$ cat src/rtl/nn_cfg_pkg.sv
// Network shape and shared types for weight loading.
// Per-layer sizes drive the load sequencer counters.
package nn_cfg_pkg;

  localparam int NUM_LAYERS = 2;
  localparam int WEIGHT_WORD_BITS = 32;

  localparam int LAYER_NEURONS [NUM_LAYERS] = '{2, 3};
  localparam int LAYER_WEIGHTS [NUM_LAYERS] = '{4, 2};

  typedef enum logic [1:0] {
    IDLE,
    LOAD,
    DONE
  } seq_state_t;

  function automatic int cw(input int n);
    return (n > 1) ? $clog2(n) : 1;
  endfunction

  function automatic bit cfg_ok(
    input int nl,
    input int mn,
    input int mw
  );
    bit ok;
    ok = (nl >= 1) && (nl <= NUM_LAYERS);
    for (int i = 0; i < NUM_LAYERS; i++) begin
      if (i < nl) begin
        if (LAYER_NEURONS[i] < 1) ok = 1'b0;
        if (LAYER_WEIGHTS[i] < 1) ok = 1'b0;
        if (LAYER_NEURONS[i] > mn) ok = 1'b0;
        if (LAYER_WEIGHTS[i] > mw) ok = 1'b0;
      end
    end
    return ok;
  endfunction

endpackage

$ cat src/rtl/weight_load_sequencer_if.sv
// Upstream weight stream plus the broadcast
// bus seen by every weight_memory_control.
interface weight_load_sequencer_if;
  import nn_cfg_pkg::*;

  logic                        s_weight_valid;
  logic                        s_weight_ready;
  logic [WEIGHT_WORD_BITS-1:0] s_weight_data;
  logic                        weight_valid;
  logic [WEIGHT_WORD_BITS-1:0] weight_value;
  logic [31:0]                 config_layer_no;
  logic [31:0]                 config_neuron_no;

  modport slave (
    input  s_weight_valid,
    input  s_weight_data,
    output s_weight_ready,
    output weight_valid,
    output weight_value,
    output config_layer_no,
    output config_neuron_no
  );

  modport master (
    output s_weight_valid,
    output s_weight_data,
    input  s_weight_ready,
    input  weight_valid,
    input  weight_value,
    input  config_layer_no,
    input  config_neuron_no
  );

endinterface

$ cat src/rtl/layer_neuron_counter.sv
// Nested weight/neuron/layer position counters.
// last_word flags the final word of the last layer.
module layer_neuron_counter
  import nn_cfg_pkg::*;
#(
  parameter int NL = NUM_LAYERS,
  parameter int WW = 10,
  parameter int NW = 5,
  parameter int LW = 1
) (
  input  logic          clk,
  input  logic          reset,
  input  logic          advance,
  input  logic          clear,
  output logic [NW-1:0] n_cnt,
  output logic [LW-1:0] l_cnt,
  output logic          last_word
);

  logic [WW-1:0] w_cnt;
  logic          w_last;
  logic          n_last;
  logic          l_last;

  assign w_last =
    w_cnt == WW'(LAYER_WEIGHTS[l_cnt] - 1);
  assign n_last =
    n_cnt == NW'(LAYER_NEURONS[l_cnt] - 1);
  assign l_last = l_cnt == LW'(NL - 1);
  assign last_word = w_last & n_last & l_last;

  always_ff @(posedge clk or negedge reset) begin
    if (!reset) begin
      w_cnt <= '0;
      n_cnt <= '0;
      l_cnt <= '0;
    end else if (clear) begin
      w_cnt <= '0;
      n_cnt <= '0;
      l_cnt <= '0;
    end else if (advance) begin
      if (w_last) begin
        w_cnt <= '0;
        if (n_last) begin
          n_cnt <= '0;
          l_cnt <= l_last ? '0 : l_cnt + 1'b1;
        end else begin
          n_cnt <= n_cnt + 1'b1;
        end
      end else begin
        w_cnt <= w_cnt + 1'b1;
      end
    end
  end

endmodule

$ cat src/rtl/weight_load_sequencer.sv
// Streams layer-major weight words onto the
// shared weight-memory broadcast bus.
module weight_load_sequencer
  import nn_cfg_pkg::*;
#(
  parameter int num_layers  = NUM_LAYERS,
  parameter int max_neurons = 30,
  parameter int max_weights = 784
) (
  input  logic clk,
  input  logic reset,
  input  logic start,
  input  logic abort,
  output logic busy,
  output logic done,
  weight_load_sequencer_if.slave bus
);

  localparam int WW = cw(max_weights);
  localparam int NW = cw(max_neurons);
  localparam int LW = cw(num_layers);

  if (!cfg_ok(num_layers, max_neurons,
              max_weights)) begin : g_cfg_bad
    $fatal(1, "weight_load_sequencer: bad cfg");
  end

  seq_state_t  state;
  logic        ready;
  logic        accept;
  logic        clear;
  logic        last_word;
  logic [NW-1:0] n_cnt;
  logic [LW-1:0] l_cnt;

  logic        wv_q;
  logic [WEIGHT_WORD_BITS-1:0] val_q;
  logic [31:0] layer_q;
  logic [31:0] neuron_q;

  assign ready  = (state == LOAD) & ~abort;
  assign accept = bus.s_weight_valid & ready;
  assign clear  = ((state == LOAD) & abort)
                | ((state == IDLE) & start);

  layer_neuron_counter #(
    .NL(num_layers),
    .WW(WW),
    .NW(NW),
    .LW(LW)
  ) u_cnt (
    .clk      (clk),
    .reset    (reset),
    .advance  (accept),
    .clear    (clear),
    .n_cnt    (n_cnt),
    .l_cnt    (l_cnt),
    .last_word(last_word)
  );

  always_ff @(posedge clk or negedge reset) begin
    if (!reset) begin
      state    <= IDLE;
      busy     <= 1'b0;
      done     <= 1'b0;
      wv_q     <= 1'b0;
      val_q    <= '0;
      layer_q  <= '0;
      neuron_q <= '0;
    end else begin
      wv_q <= accept;
      done <= 1'b0;
      if (accept) begin
        val_q    <= bus.s_weight_data;
        layer_q  <= 32'(l_cnt);
        neuron_q <= 32'(n_cnt);
      end
      unique case (state)
        IDLE: begin
          if (start) begin
            state <= LOAD;
            busy  <= 1'b1;
          end
        end
        LOAD: begin
          if (abort) begin
            state <= IDLE;
            busy  <= 1'b0;
          end else if (accept && last_word) begin
            state <= DONE;
            busy  <= 1'b0;
          end
        end
        DONE: begin
          // done lands the cycle after the last broadcast
          state <= IDLE;
          done  <= 1'b1;
        end
        default: begin
          state <= IDLE;
          busy  <= 1'b0;
        end
      endcase
    end
  end

  assign bus.s_weight_ready   = ready;
  assign bus.weight_valid     = wv_q;
  assign bus.weight_value     = val_q;
  assign bus.config_layer_no  = layer_q;
  assign bus.config_neuron_no = neuron_q;

endmodule
$ cat src/flat_wrapper.sv
// flat-port wrapper written by rule: the top's interface ports become plain ports
module weight_load_sequencer_flat import nn_cfg_pkg::*;
#(
  parameter int num_layers  = NUM_LAYERS,
  parameter int max_neurons = 30,
  parameter int max_weights = 784
)
  (clk, reset, start, abort, busy, done, bus_s_weight_valid, bus_s_weight_data, bus_s_weight_ready, bus_weight_valid, bus_weight_value, bus_config_layer_no, bus_config_neuron_no);
  weight_load_sequencer_if bus_i ();
  input  logic clk;
  input  logic reset;
  input  logic start;
  input  logic abort;
  output logic busy;
  output logic done;
  input wire logic [$bits(bus_i.s_weight_valid)-1:0] bus_s_weight_valid;
  input wire logic [$bits(bus_i.s_weight_data)-1:0] bus_s_weight_data;
  output wire logic [$bits(bus_i.s_weight_ready)-1:0] bus_s_weight_ready;
  output wire logic [$bits(bus_i.weight_valid)-1:0] bus_weight_valid;
  output wire logic [$bits(bus_i.weight_value)-1:0] bus_weight_value;
  output wire logic [$bits(bus_i.config_layer_no)-1:0] bus_config_layer_no;
  output wire logic [$bits(bus_i.config_neuron_no)-1:0] bus_config_neuron_no;
  assign bus_i.s_weight_valid = bus_s_weight_valid;
  assign bus_i.s_weight_data = bus_s_weight_data;
  assign bus_s_weight_ready = bus_i.s_weight_ready;
  assign bus_weight_valid = bus_i.weight_valid;
  assign bus_weight_value = bus_i.weight_value;
  assign bus_config_layer_no = bus_i.config_layer_no;
  assign bus_config_neuron_no = bus_i.config_neuron_no;
  weight_load_sequencer #(.num_layers(num_layers), .max_neurons(max_neurons), .max_weights(max_weights)) u_core (.clk(clk), .reset(reset), .start(start), .abort(abort), .busy(busy), .done(done), .bus(bus_i));
endmodule
$ cat config.mk
export PLATFORM = sky130hd
export DESIGN_NAME = weight_load_sequencer_flat
export DESIGN_NICKNAME = d
export VERILOG_FILES = /design/src/rtl/nn_cfg_pkg.sv /design/src/rtl/weight_load_sequencer_if.sv /design/src/rtl/layer_neuron_counter.sv /design/src/rtl/weight_load_sequencer.sv /design/src/flat_wrapper.sv
export SDC_FILE = /design/constraint.sdc
export NUM_CORES = 1
export LEC_CHECK = 0
export CORE_UTILIZATION = 30
export DETAILED_ROUTE_END_ITERATION = 7
export GPL_TIMING_DRIVEN = 0
export SKIP_LAST_GASP = 1
export SLEW_MARGIN = 20
export SYNTH_ARGS = -nofsm -noshare
export SYNTH_HDL_FRONTEND = slang
export SYNTH_SLANG_ARGS = --single-unit
$ cat constraint.sdc
create_clock -name clk -period 1.8 [get_ports clk]
set_input_delay 0.54 -clock clk [delete_from_list [all_inputs] [get_ports clk]]
set_output_delay 0.54 -clock clk [all_outputs]
set_load 0.01 [all_outputs]
* Word-level counts from Yosys, hierarchy flattened
Cells that the tools add are included.
Widths: inputs -> output; s select.
** Word-level totals
- Input port bits :: 37
- Output and inout port bits :: 100
- Bits in registers :: 59
- Word-level logic and storage cells :: 68
** Operators by class
- Magnitude comparators :: 1
- Multiplexer cells :: 27
- Equal/unequal tests :: 6
- Bitwise operators :: 10
- Reduce and logical (&&, ||, !) cells :: 9
- Add/subtract/negate cells :: 5
** Operators with widths (number)
- $mux 10 :: 5
- $mux 5 :: 6
- $add 10x1->10 const B :: 1
- $eq 10x10->1 :: 1
- $mux 1 :: 10
- $sub 10x2->10 const B :: 1
- $and 1x1->1 :: 6
- $mux 2 :: 3
- $reduce_and 3->1 :: 2
- $reduce_bool 2->1 :: 3
- $add 5x1->5 const B :: 1
- $eq 5x5->1 :: 1
- $sub 5x2->5 const B :: 1
- $pmux 2 s2 :: 1
- $reduce_and 2->1 :: 2
- $mux 3 :: 1
- $ne 3x3->1 const B :: 1
- $pmux 1 s3 :: 1
- $eq 2x1->1 const B :: 1
- $eq 2x2->1 const B :: 1
- $ge 2x2->1 const B :: 1
- $logic_not 2->1 :: 1
- $ne 2x2->1 const B :: 1
- $not 1->1 :: 2
- 4 further kinds :: 4

* Logic depth before layout (Yosys ltp)
Gate-level depths: netlist of the first run.
- Depth after elaboration :: 12
- Depth in mapped cells :: 8
- Gate-level depth less buffers :: 6

* Modules after synthesis
Synthesis of the first run repeated with hierarchy kept, for this count alone.
** Unflattened totals
- Cells, all modules :: 251
- Area total of the unflattened synthesis :: 3079.2 sq um
** Modules (own cells, without submodules)
- weight_load_sequencer :: cells an instance 158, area each 2123.3 sq um, sequential area each 1076.0 sq um, instances 1
- layer_neuron_counter :: cells an instance 93, area each 955.9 sq um, sequential area each 400.4 sq um, instances 1

* Worst setup path after synthesis of the first run
OpenSTA, ideal clock, no wires.
- Path type :: input to register
- Start point :: input port abort
- End point :: register u_core.u_cnt.l_cnt
- Library setup time :: 0.119 ns
- Stages :: 6
- Required time :: 1.681 ns
- Buffers on the path :: 1
- Slack :: -0.225 ns
- Arrival :: 1.906 ns
- Path through :: nor3b_2 > nand2_1 > or3_1 > buf_2 > o21a_1 > o21a_1
** On the way
- Word-level cells in the longest chain between the ends :: 5
- Elaborated cells between the ends (all ways) :: 10
- Those cells by class :: 1 x mux; 5 x bitwise; 4 x reduce/logical
** Ends and longest elaborated chain
- start: declaration :: RTL line flat_wrapper.sv:13 : input logic abort;
- $not 1->1 :: RTL line weight_load_sequencer.sv:41 : assign ready = (state == LOAD) & ~abort;
- $and 1x1->1 :: RTL line weight_load_sequencer.sv:41
- $and 1x1->1 :: RTL line weight_load_sequencer.sv:42 : assign accept = bus.s_weight_valid & ready;
- $reduce_bool 2->1 (no line)
- $reduce_and 3->1 (no line)
- end signal: assignment :: RTL line layer_neuron_counter.sv:46 : l_cnt <= l_last ? '0 : l_cnt + 1'b1;
- end: declaration :: RTL line layer_neuron_counter.sv:16 : output logic [LW-1:0] l_cnt,
Parallel ways exist; a longest one is shown, timed or not.
A chain may end at the register's enable or synchronous reset.

* Worst setup path in the final report of the first run
- Start point :: input port abort
- End point :: output port bus_s_weight_ready
** On the way
- Word-level cells in the longest chain between the ends :: 2
** Ends and longest elaborated chain
- $not 1->1 :: RTL line weight_load_sequencer.sv:41
- $and 1x1->1 :: RTL line weight_load_sequencer.sv:41
- end: declaration :: RTL line flat_wrapper.sv:18 : output wire logic [$bits(bus_i.s_weight_ready)-1:0] bus_s_weight_ready;
No other way between the ends.

==> results of run 1 <==
[cell usage after synthesis, types with 2 or more instances]
master / n / area (sq um)
sky130_fd_sc_hd__a21oi_1: 2 / 10.01
sky130_fd_sc_hd__nor3_1: 3 / 15.01
sky130_fd_sc_hd__ha_1: 2 / 25.02
sky130_fd_sc_hd__xnor2_1: 3 / 26.28
sky130_fd_sc_hd__nor3b_1: 2 / 15.01
sky130_fd_sc_hd__and3_1: 2 / 12.51
sky130_fd_sc_hd__and2_1: 2 / 12.51
sky130_fd_sc_hd__clkbuf_1: 6 / 22.52
sky130_fd_sc_hd__nand2_1: 120 / 450.4
sky130_fd_sc_hd__o21ai_1: 2 / 10.01
sky130_fd_sc_hd__nand4_1: 6 / 37.54
sky130_fd_sc_hd__nand3_1: 4 / 20.02
sky130_fd_sc_hd__buf_2: 3 / 15.01
sky130_fd_sc_hd__o31ai_1: 3 / 22.52
sky130_fd_sc_hd__xor2_1: 4 / 35.03
sky130_fd_sc_hd__o211ai_1: 3 / 22.52
sky130_fd_sc_hd__nor2_1: 11 / 41.29
sky130_fd_sc_hd__o21ai_0: 3 / 15.01
sky130_fd_sc_hd__inv_1: 9 / 33.78
sky130_fd_sc_hd__dfrtp_1: 59 / 1476
sky130_fd_sc_hd__o21a_1: 2 / 15.01
sky130_fd_sc_hd__o22ai_1: 2 / 12.51
sky130_fd_sc_hd__nor2b_1: 2 / 12.51
sky130_fd_sc_hd__or3_1: 2 / 12.51
sky130_fd_sc_hd__buf_4: 58 / 435.4
[flip-flops by register name (all words and copies together) (netlist names)]
register,count
u_core.bus.config_layer_no,1
u_core.bus.config_neuron_no,5
u_core.bus.weight_valid,1
u_core.bus.weight_value,32
u_core.busy,1
u_core.done,1
u_core.state,2
u_core.u_cnt.l_cnt,1
u_core.u_cnt.n_cnt,5
u_core.u_cnt.w_cnt,10
[cells in the final DEF, fill, tap and decap left out, types with 3 or more instances in the layout]
cell	instances
sky130_fd_sc_hd__buf_4	71
sky130_fd_sc_hd__buf_6	3
sky130_fd_sc_hd__clkbuf_1	3
sky130_fd_sc_hd__clkbuf_2	3
sky130_fd_sc_hd__clkbuf_8	10
sky130_fd_sc_hd__clkdlybuf4s50_1	41
sky130_fd_sc_hd__conb_1	58
sky130_fd_sc_hd__dfrtp_1	58
sky130_fd_sc_hd__dlygate4sd2_1	6
sky130_fd_sc_hd__dlymetal6s2s_1	29
sky130_fd_sc_hd__inv_1	9
sky130_fd_sc_hd__nand2_1	118
sky130_fd_sc_hd__nand3_1	3
sky130_fd_sc_hd__nand4_1	6
sky130_fd_sc_hd__nor2_1	11
sky130_fd_sc_hd__o211ai_1	3
sky130_fd_sc_hd__xnor2_1	3
sky130_fd_sc_hd__xor2_1	4
[per-layer routing]
layer / track usage / routed length, um
met1: 0.1563 / 2791
met5: 0 / 0
met2: 0.2250 / 3341
met3: 0.03329 / 415
met4: 0.06689 / 138
[worst max-delay path by stage]
| stage | from | to | cells past startpoint |
|---|---|---|---|
| after floorplan | u_core.u_cnt.l_cnt | u_core.u_cnt.l_cnt | 6 |
| after global placement | reset | u_core.bus.weight_value[8] | 1 |
| after detailed placement | abort | u_core.bus.weight_value[9] | 8 |
| after CTS | u_core.state[1] | bus_s_weight_ready | 3 |
| after global routing | u_core.state[1] | bus_s_weight_ready | 3 |
| final | abort | bus_s_weight_ready | 3 |
[layout make-up]
| class | count | area [sq um] |
|---|---|---|
| Buffer | 68 | 499.2 |
| Clock buffer | 10 | 137.6 |
| Clock inverter | 5 | 77.57 |
| Fill cell | 945 | 4785 |
| Inverter | 9 | 33.78 |
| Multi-Input combinational cell | 250 | 1212 |
| Sequential cell | 59 | 1478 |
| Tap cell | 129 | 161.4 |
| Timing Repair Buffer | 93 | 987.2 |
[timing repair]
action                     in CTS  in global routing
setup buffers                   4                 10
setup endpoints to repair      54                 69
gates resized for setup        13                 49
pin swaps                       4                  9
[kinds of logic (layout without fill, tap and decap cells)]
kind of cell               Yosys count  count (layout)  synth area share
AOI/OAI and AO/OA                   21              21           0.05225
muxes                                1               1          0.003399
and+or+nand+nor                    161             161            0.2353
adders and majority gates            2               2          0.008495
xor gates and xnor gates             7               7           0.02082
buffers and inverters               78             185            0.1771
DFF                                 59              59            0.5013
other                                1              58          0.001273
[power by group]
part           total, mW  internal [mW]  switching (mW)
sequential          1.74           1.58           0.166
clock               1.34          0.805           0.539
combinational       1.28          0.678           0.598
total               4.36           3.06            1.30
[stage by stage]
stage / utilization / setup slack (ns) / hold WS, ns / std cells
CTS: 0.4684 / -0.1046 / 0.06691 / 614
detailed placement: 0.4419 / -0.7179 / 0.4339 / 595
finish: 0.4895 / -0.01868 / 0.06797 / 623
floorplan: - / -0.05660 / 0.2444 / 387
global route: 0.4895 / -0.09049 / 0.07952 / 623
global placement: 0.4393 / -1.817 / 0.4575 / 594
[critical path, cell delays in order]
cell	delay, ns
sky130_fd_sc_hd__dlygate4sd2_1	0.29
sky130_fd_sc_hd__nor3b_4	0.27
sky130_fd_sc_hd__buf_2	0.18
==> metrics.json, run 1 <==
{
  "drt_iter0_markers": 61,
  "tritoncts_num_sinks": 59,
  "synth-edff-count": 0,
  "area_of_the_die_sq_um": 10220,
  "final_critical_path_setup_slack_ns": -0.01868,
  "clock_path_buffers": 2,
  "proportion_of_layout_cells_with_a_drive_suffix_above_1": 0.2267,
  "grt_setup_unrepaired": "yes",
  "clock.fmax_ghz": 0.5498,
  "timing.rr.end": "u_core.u_cnt.l_cnt",
  "fp.coreArea_sq_um": 9371,
  "timing.max_cap.violations": 0,
  "netlist_instances": 330,
  "timing.final.hold_violations": 0,
  "grt_antenna_before_repair": 0,
  "cts_made_buffers": 9,
  "buffer_ports.inserted": 78,
  "ys_dominant_reg_cell": "sky130_fd_sc_hd__dfrtp_1",
  "fin_crit_ns": 1.819,
  "postCtsHoldBufs": 0,
  "cts_htree_levels": 3,
  "worst_path_fanout_max": 4,
  "cts_root_buf": "sky130_fd_sc_hd__clkbuf_8",
  "gp_congestion": 0.7979,
  "yosysWarningCount": 0,
  "insertedDiodeCount": 0,
  "irDropWorstVdd_v": 0.0003753,
  "clk_latency_ns": 0.34,
  "final-max-slew-violation-count": 0,
  "wire_length_of_the_first_global_routing_pass_um": 10430,
  "dr_total_vias": 2462,
  "netlist-cell-type-count": 40,
  "route.detailed.drc": 0,
  "io-pin-count": 137,
  "place_hpwl_um": 4846,
  "drt_first_pass_iters": 4,
  "regToRegStartpoint": "u_core.u_cnt.l_cnt",
  "critPathLaunchType": "input pin",
  "synth.yosys.seq_area_share": 0.5013,
  "gr-usage-all-layers": 0.1330,
  "yosys_register_bits": 59,
  "crit_type": "input pin to primary output",
  "tritoncts_clock_tree": "built",
  "arrival_ns": 1.28,
  "critPathCaptureType": "primary output",
  "die_width_um": 101.1,
  "wirelength_um": 6685,
  "floorplan.initialDensity": 0.3143,
  "post_drt_via_cell_ratio": 3.952,
  "setup.reg_to_reg.worst_slack_ns": 0.01,
  "fin_total_pwr_mw": 4.364,
  "final_cell_area_sq_um": 4587,
  "final_min_period_over_clock_period": 1.010,
  "timing.reg2reg.worst_path_depth": 5,
  "leakage_nw": 2.710,
  "powerDensity_nw_per_um2": 951.4,
  "placement.cell_area_sq_um": 4141,
  "overall_overflow_remaining_after_global_route": 0,
  "finalSetupViolations": 1,
  "failed_checks": "negative setup slack",
  "die_h_um": 101.1,
  "timing.clock.skew_ns": 0.007581,
  "setup_total_negative_slack_ns": -0.01868,
  "flow.area_growth_from_synthesis_pct": 55.73,
  "min_path_type": "input pin to asynchronous set/reset pin",
  "synth_area_sq_um": 2945,
  "layout.nets": 529,
  "fp-row-count": 35,
  "final_antenna_net_count": 0,
  "ys_async_rst_share": 1.000,
  "vias_in_the_first_global_route": 2265,
  "avgRoutedWirePerCell_um": 10.73,
  "status": "finished, violations left",
  "synth.avg_cell_area_sq_um": 8.925,
  "path_clk_slew_ns": 0.07,
  "crit_required_ns": 1.26,
  "grt_start_max_net_pins": 44
}
(Power assumes the default switching activity.)
==> run 2, diff against run 1 <==
==> constraint.sdc (replaced) <==
create_clock -name clk -period 2.2 [get_ports clk]
set_input_delay 0.66 -clock clk [delete_from_list [all_inputs] [get_ports clk]]
set_output_delay 0.66 -clock clk [all_outputs]
set_load 0.01 [all_outputs]
==> metrics.json, run 2 (synthesis results as in run 1) <==
{
  "grt_setup_unrepaired": "no",
  "timing.final.hold_violations": 0,
  "clk_latency_ns": 0.34,
  "tritoncts_clock_tree": "built",
  "power.net_switching_mw": 1.047,
  "wire_length_of_the_first_global_routing_pass_um": 10290,
  "cts_made_buffers": 9,
  "flow.area_growth_from_synthesis_pct": 48.73,
  "max_slew_margin": 0.4603,
  "min_path_type": "input pin to asynchronous set/reset pin",
  "area_of_the_die_sq_um": 10220,
  "gp_congestion": 0.7959,
  "avgRoutedWirePerCell_um": 10.73,
  "grt_start_max_net_pins": 51,
  "die_h_um": 101.1,
  "route.detailed.drc": 0,
  "filler_cell_count": 961,
  "area_of_combinational_cells_with_multiple_inputs_sq_um": 1164,
  "final_cell_area_sq_um": 4380,
  "drt_iter0_markers": 80,
  "die_width_um": 101.1,
  "overall_overflow_remaining_after_global_route": 0,
  "cts_htree_levels": 3,
  "leakage_nw": 2.249,
  "final_min_period_over_clock_period": 0.9457,
  "buffer_ports.inserted": 78,
  "number_of_flip_flops_under_the_largest_register_name": 32,
  "finalSetupViolations": 0,
  "pre_cts_slack_ns": -0.5651,
  "clock_path_buffers": 2,
  "timing.max_cap.violations": 0,
  "placement.cell_area_sq_um": 4126,
  "proportion_of_layout_cells_with_a_drive_suffix_above_1": 0.1822,
  "path_clk_slew_ns": 0.07,
  "critPathLaunchType": "input pin",
  "fin_crit_ns": 2.081,
  "irDropWorstVdd_v": 0.0003852,
  "hold-worst-slack_ns": 0.1519,
  "sequential_cell_area_sq_um": 1476,
  "final_antenna_net_count": 0,
  "final_cell_mix": "119 x sky130_fd_sc_hd__nand2_1, 75 x sky130_fd_sc_hd__clkdlybuf4s50_1, 61 x sky130_fd_sc_hd__buf_4, 59 x sky130_fd_sc_hd__dfrtp_1, 58 x sky130_fd_sc_hd__conb_1",
  "internal_power_mw": 2.632,
  "timing.clock.skew_ns": 0.005677,
  "postCtsHoldBufs": 0,
  "vias_in_the_first_global_route": 2234,
  "crit_required_ns": 2.43,
  "final_core_utilization": 0.4674,
  "arrival_ns": 2.31,
  "combinational_power_share": 0.279,
  "status": "completed",
  "dr_total_vias": 2373,
  "seq_power_share": 0.389,
  "crit_type": "input pin to register",
  "io-pin-count": 137,
  "slowest_delay_ns": 0.66,
  "fp-row-count": 35,
  "setup_total_negative_slack_ns": 0,
  "post_drt_via_cell_ratio": 3.877,
  "insertedDiodeCount": 0,
  "final_critical_path_setup_slack_ns": 0.1194,
  "tritoncts_num_sinks": 59,
  "drt_first_pass_iters": 4,
  "setup.reg_to_reg.worst_slack_ns": 0.16,
  "powerDensity_nw_per_um2": 839.9,
  "critPathSlowestCell": "sky130_fd_sc_hd__nor3_1",
  "worst_path_fanout_max": 7,
  "grt_antenna_before_repair": 0,
  "place_hpwl_um": 4773,
  "wirelength_um": 6564,
  "cts_root_buf": "sky130_fd_sc_hd__clkbuf_8",
  "fp.coreArea_sq_um": 9371,
  "clock.fmax_ghz": 0.4806,
  "mostFrequentLayoutCell": "sky130_fd_sc_hd__nand2_1",
  "final-max-slew-violation-count": 0,
  "floorplan.initialDensity": 0.3143,
  "gr-usage-all-layers": 0.1313,
  "critPathCaptureType": "register",
  "layout.nets": 517,
  "cp_cell_sequence": "clkdlybuf4s50_1 -> nor3b_1 -> nor3_1 -> nand4_1 -> xor2_1 -> nor2_1",
  "power.clock.fraction": 0.331,
  "worst-slew-pin-transition_ns": 0.8033,
  "power_switching_share": 0.2847
}
==> run 2: changes by cell type in the layout (fill, tap and decap cells not counted), sizes merged <==
cell and delta:
clkinvlp -1, dlymetal6s2s -29, dlygate4sd2 -4, clkbuf -1
bufinv +1, buf -11, clkdlybuf4s50 +34
==> run 2: area by class of cell <==
class	instances	area share
flip-flops and latches	59	0.3370
plain buffers	68	0.1108
clock buffers	11	0.03228
repair buffers	81	0.1868
inverters	9	0.007712
well taps	129	0.03685
clock inverters	5	0.02285
multi-input cells	250	0.2656
==> run 2: timing repair <==
action,CTS,global route
buffers inserted,2,0
resized for setup,4,0
setup endpoints to repair,27,0
==> run 2: worst max-delay path, delay by kind of cell <==
| family | cells | cell delay, ns |
|---|---|---|
| AND/OR/NAND/NOR | 4 | 0.98 |
| buffers and inverters | 1 | 0.49 |
| XOR/XNOR | 1 | 0.17 |
==> run 2: stage by stage <==
stage	total power, mW	std cells
finish	3.679	612
floorplan	1.931	387
global route	3.907	612
global placement	2.456	594
detailed placement	2.483	595
CTS	3.719	612
==> run 2: power groups by stage <==
stage          Combinational [mW]  Sequential [mW]  Clock [mW]
2_1_floorplan               0.411             1.52           0
3_3_place_gp                 1.01             1.44           0
3_5_place_dp                 1.03             1.45           0
4_1_cts                      1.04             1.43        1.24
5_1_grt                      1.14             1.46        1.31
6_report                     1.03             1.43        1.22
==> run 2: final timing paths <==
| path | start | endpoint | cells past startpoint |
|---|---|---|---|
| max reg2reg | u_core.u_cnt.w_cnt[2] | u_core.u_cnt.l_cnt | 7 |
| min in group clk | u_core.bus.weight_value[18] | u_core.bus.weight_value[18] | 2 |
| max in group asynchronous | reset | u_core.bus.weight_value[23] | 2 |
| min | reset | u_core.u_cnt.w_cnt[2] | 1 |
| min reg2reg | u_core.bus.weight_value[18] | u_core.bus.weight_value[18] | 2 |
| max | bus_s_weight_valid | u_core.u_cnt.w_cnt[6] | 6 |
==> run 2: per-layer routing <==
layer / up-vias / track usage / wire length (um)
met5: - / 0 / 0
met4: 0 / 0.05351 / 75
met3: 9 / 0.04369 / 435
met2: 75 / 0.2224 / 3166
met1: 1065 / 0.1522 / 2887
li1: 1224 / - / -
==> run 3, diff against run 2 <==
--- a/config.mk
+++ b/config.mk
@@ -5,6 +5,7 @@
 export SDC_FILE = /design/constraint.sdc
 export NUM_CORES = 1
 export LEC_CHECK = 0
+export CORE_MARGIN = 3
 export CORE_UTILIZATION = 30
 export DETAILED_ROUTE_END_ITERATION = 7
 export GPL_TIMING_DRIVEN = 0
==> metrics.json, run 3 (synthesis results as in run 1) <==
{
  "status": "completed",
  "timing.final.hold_violations": 0,
  "layout.nets": 517,
  "wirelength_um": 6468,
  "powerDensity_nw_per_um2": 795.9,
  "area_of_the_die_sq_um": 11040,
  "flow.area_growth_from_synthesis_pct": 47.41,
  "insertedDiodeCount": 0,
  "finalSetupViolations": 0,
  "hold-worst-slack_ns": 0.1857,
  "power.clock.fraction": 0.288,
  "critPathLaunchType": "input pin",
  "clock.fmax_ghz": 0.4731,
  "cts_made_buffers": 9,
  "grt_antenna_before_repair": 0,
  "crit_type": "input pin to register",
  "route.detailed.drc": 0,
  "power_switching_share": 0.2895,
  "drt_iter0_markers": 63,
  "clk_latency_ns": 0.33,
  "post_drt_via_cell_ratio": 3.889,
  "worst-slew-pin-transition_ns": 0.8256,
  "post_layout_nonfiller_instances": 610,
  "drt_first_pass_iters": 4,
  "internal_power_mw": 2.455,
  "arrival_ns": 2.33,
  "fp.coreArea_sq_um": 9371,
  "crit_required_ns": 2.41,
  "fin_crit_ns": 2.114,
  "routed-wl-met2_um": 3185,
  "die_h_um": 105.1,
  "min_path_type": "input pin to asynchronous set/reset pin",
  "power.net_switching_mw": 1.000,
  "final_cell_mix": "119 x sky130_fd_sc_hd__nand2_1, 75 x sky130_fd_sc_hd__clkdlybuf4s50_1, 61 x sky130_fd_sc_hd__buf_4, 59 x sky130_fd_sc_hd__dfrtp_1, 58 x sky130_fd_sc_hd__conb_1",
  "die_width_um": 105.1,
  "irDropWorstVdd_v": 0.0004734,
  "grt_setup_unrepaired": "no",
  "met1Wirelength_um": 2765,
  "tritoncts_clock_tree": "built",
  "cts_htree_levels": 3,
  "io-pin-count": 137,
  "final_antenna_net_count": 0,
  "gr-usage-all-layers": 0.1205,
  "final_core_utilization": 0.4633,
  "final_min_period_over_clock_period": 0.9608,
  "combinational_power_share": 0.299,
  "cts_root_buf": "sky130_fd_sc_hd__clkbuf_8",
  "leakage_nw": 2.228,
  "timing.max_cap.violations": 0,
  "clock_path_buffers": 2,
  "dr_total_vias": 2372,
  "final-max-slew-violation-count": 0,
  "number_of_flip_flops_under_the_largest_register_name": 32,
  "timing.reg2reg.worst_path_depth": 7,
  "timing.clock.skew_ns": 0.008100,
  "path_clk_slew_ns": 0.07,
  "filler_cell_count": 947,
  "wire_length_of_the_first_global_routing_pass_um": 10880,
  "seq_power_share": 0.413,
  "gp_congestion": 0.8348,
  "placed_cells": 595,
  "avgRoutedWirePerCell_um": 10.60,
  "fin_total_pwr_mw": 3.455,
  "met3RoutedLength_um": 493,
  "grt_start_max_net_pins": 47,
  "critPathCaptureType": "register",
  "tritoncts_num_sinks": 59,
  "proportion_of_layout_cells_with_a_drive_suffix_above_1": 0.1830,
  "worst_path_fanout_max": 7,
  "top_layer": "met4",
  "overall_overflow_remaining_after_global_route": 0,
  "fp-row-count": 35,
  "max_slew_margin": 0.4454,
  "mostFrequentLayoutCell": "sky130_fd_sc_hd__nand2_1",
  "place_hpwl_um": 4933,
  "vias_in_the_first_global_route": 2311,
  "floorplan.initialDensity": 0.3143,
  "postCtsHoldBufs": 0,
  "buffer_ports.inserted": 78
}
## run 3: worst paths after layout
kind / from / to / slack (ns)
max: bus_s_weight_valid / u_core.u_cnt.w_cnt[4] / 0.09
min: reset / u_core.state[0] / 0.19
max reg2reg: u_core.u_cnt.w_cnt[2] / u_core.u_cnt.l_cnt / 0.20
min reg2reg: u_core.bus.config_neuron_no[2] / u_core.bus.config_neuron_no[2] / 0.47
max in group asynchronous: reset / u_core.bus.weight_value[20] / 1.52
min in group clk: u_core.bus.config_neuron_no[2] / u_core.bus.config_neuron_no[2] / 0.47
## run 3: power by group through the flow
stage / sequential [mW] / clock (mW) / combinational, mW
2_1_floorplan: 1.52 / 0 / 0.411
3_3_place_gp: 1.44 / 0 / 1.02
3_5_place_dp: 1.45 / 0 / 1.03
4_1_cts: 1.43 / 1.03 / 1.04
5_1_grt: 1.46 / 1.08 / 1.13
6_report: 1.43 / 0.996 / 1.03
## run 3: cell type report
type	instances	area, sq um	share of cell area
sequential	59	1476	0.3401
multi-input combinational	250	1164	0.2680
buffer	68	485.5	0.1118
timing repair buffer	81	820.8	0.1890
inverter	9	33.78	0.007781
clock buffer	12	165.2	0.03804
clock inverter	2	35.03	0.008069
tap	129	161.4	0.03718
## run 3: per-layer routing
| metal | vias up | global-route usage |
|---|---|---|
| met2 | 79 | 0.2035 |
| met1 | 1066 | 0.1444 |
| met4 | 0 | 0.02249 |
| li1 | 1225 | - |
| met3 | 2 | 0.05065 |
| met5 | - | 0 |
## run 3: metrics by stage
stage,TNS (ns),worst slack [ns],area [sq um]
floorplan,0,0.05544,3159
global placement,-107.14,-1.523,4101
detailed placement,-17.88,-0.4797,4126
CTS,0,0.1180,4345
global route,0,0.003891,4342
finish,0,0.08629,4342
## run 3: critical path, stage by stage
cell	delay, ns
sky130_fd_sc_hd__clkdlybuf4s50_1	0.50
sky130_fd_sc_hd__nor3b_1	0.07
sky130_fd_sc_hd__nor3_1	0.68
sky130_fd_sc_hd__nand4_1	0.19
sky130_fd_sc_hd__xor2_1	0.17
sky130_fd_sc_hd__nor2_1	0.06
## run 3: repair_timing
item,4_1_cts,5_1_grt
resized for setup,6,0
setup endpoints to repair,27,4
setup buffers,2,0
gates cloned,0,0
pin swaps,2,0
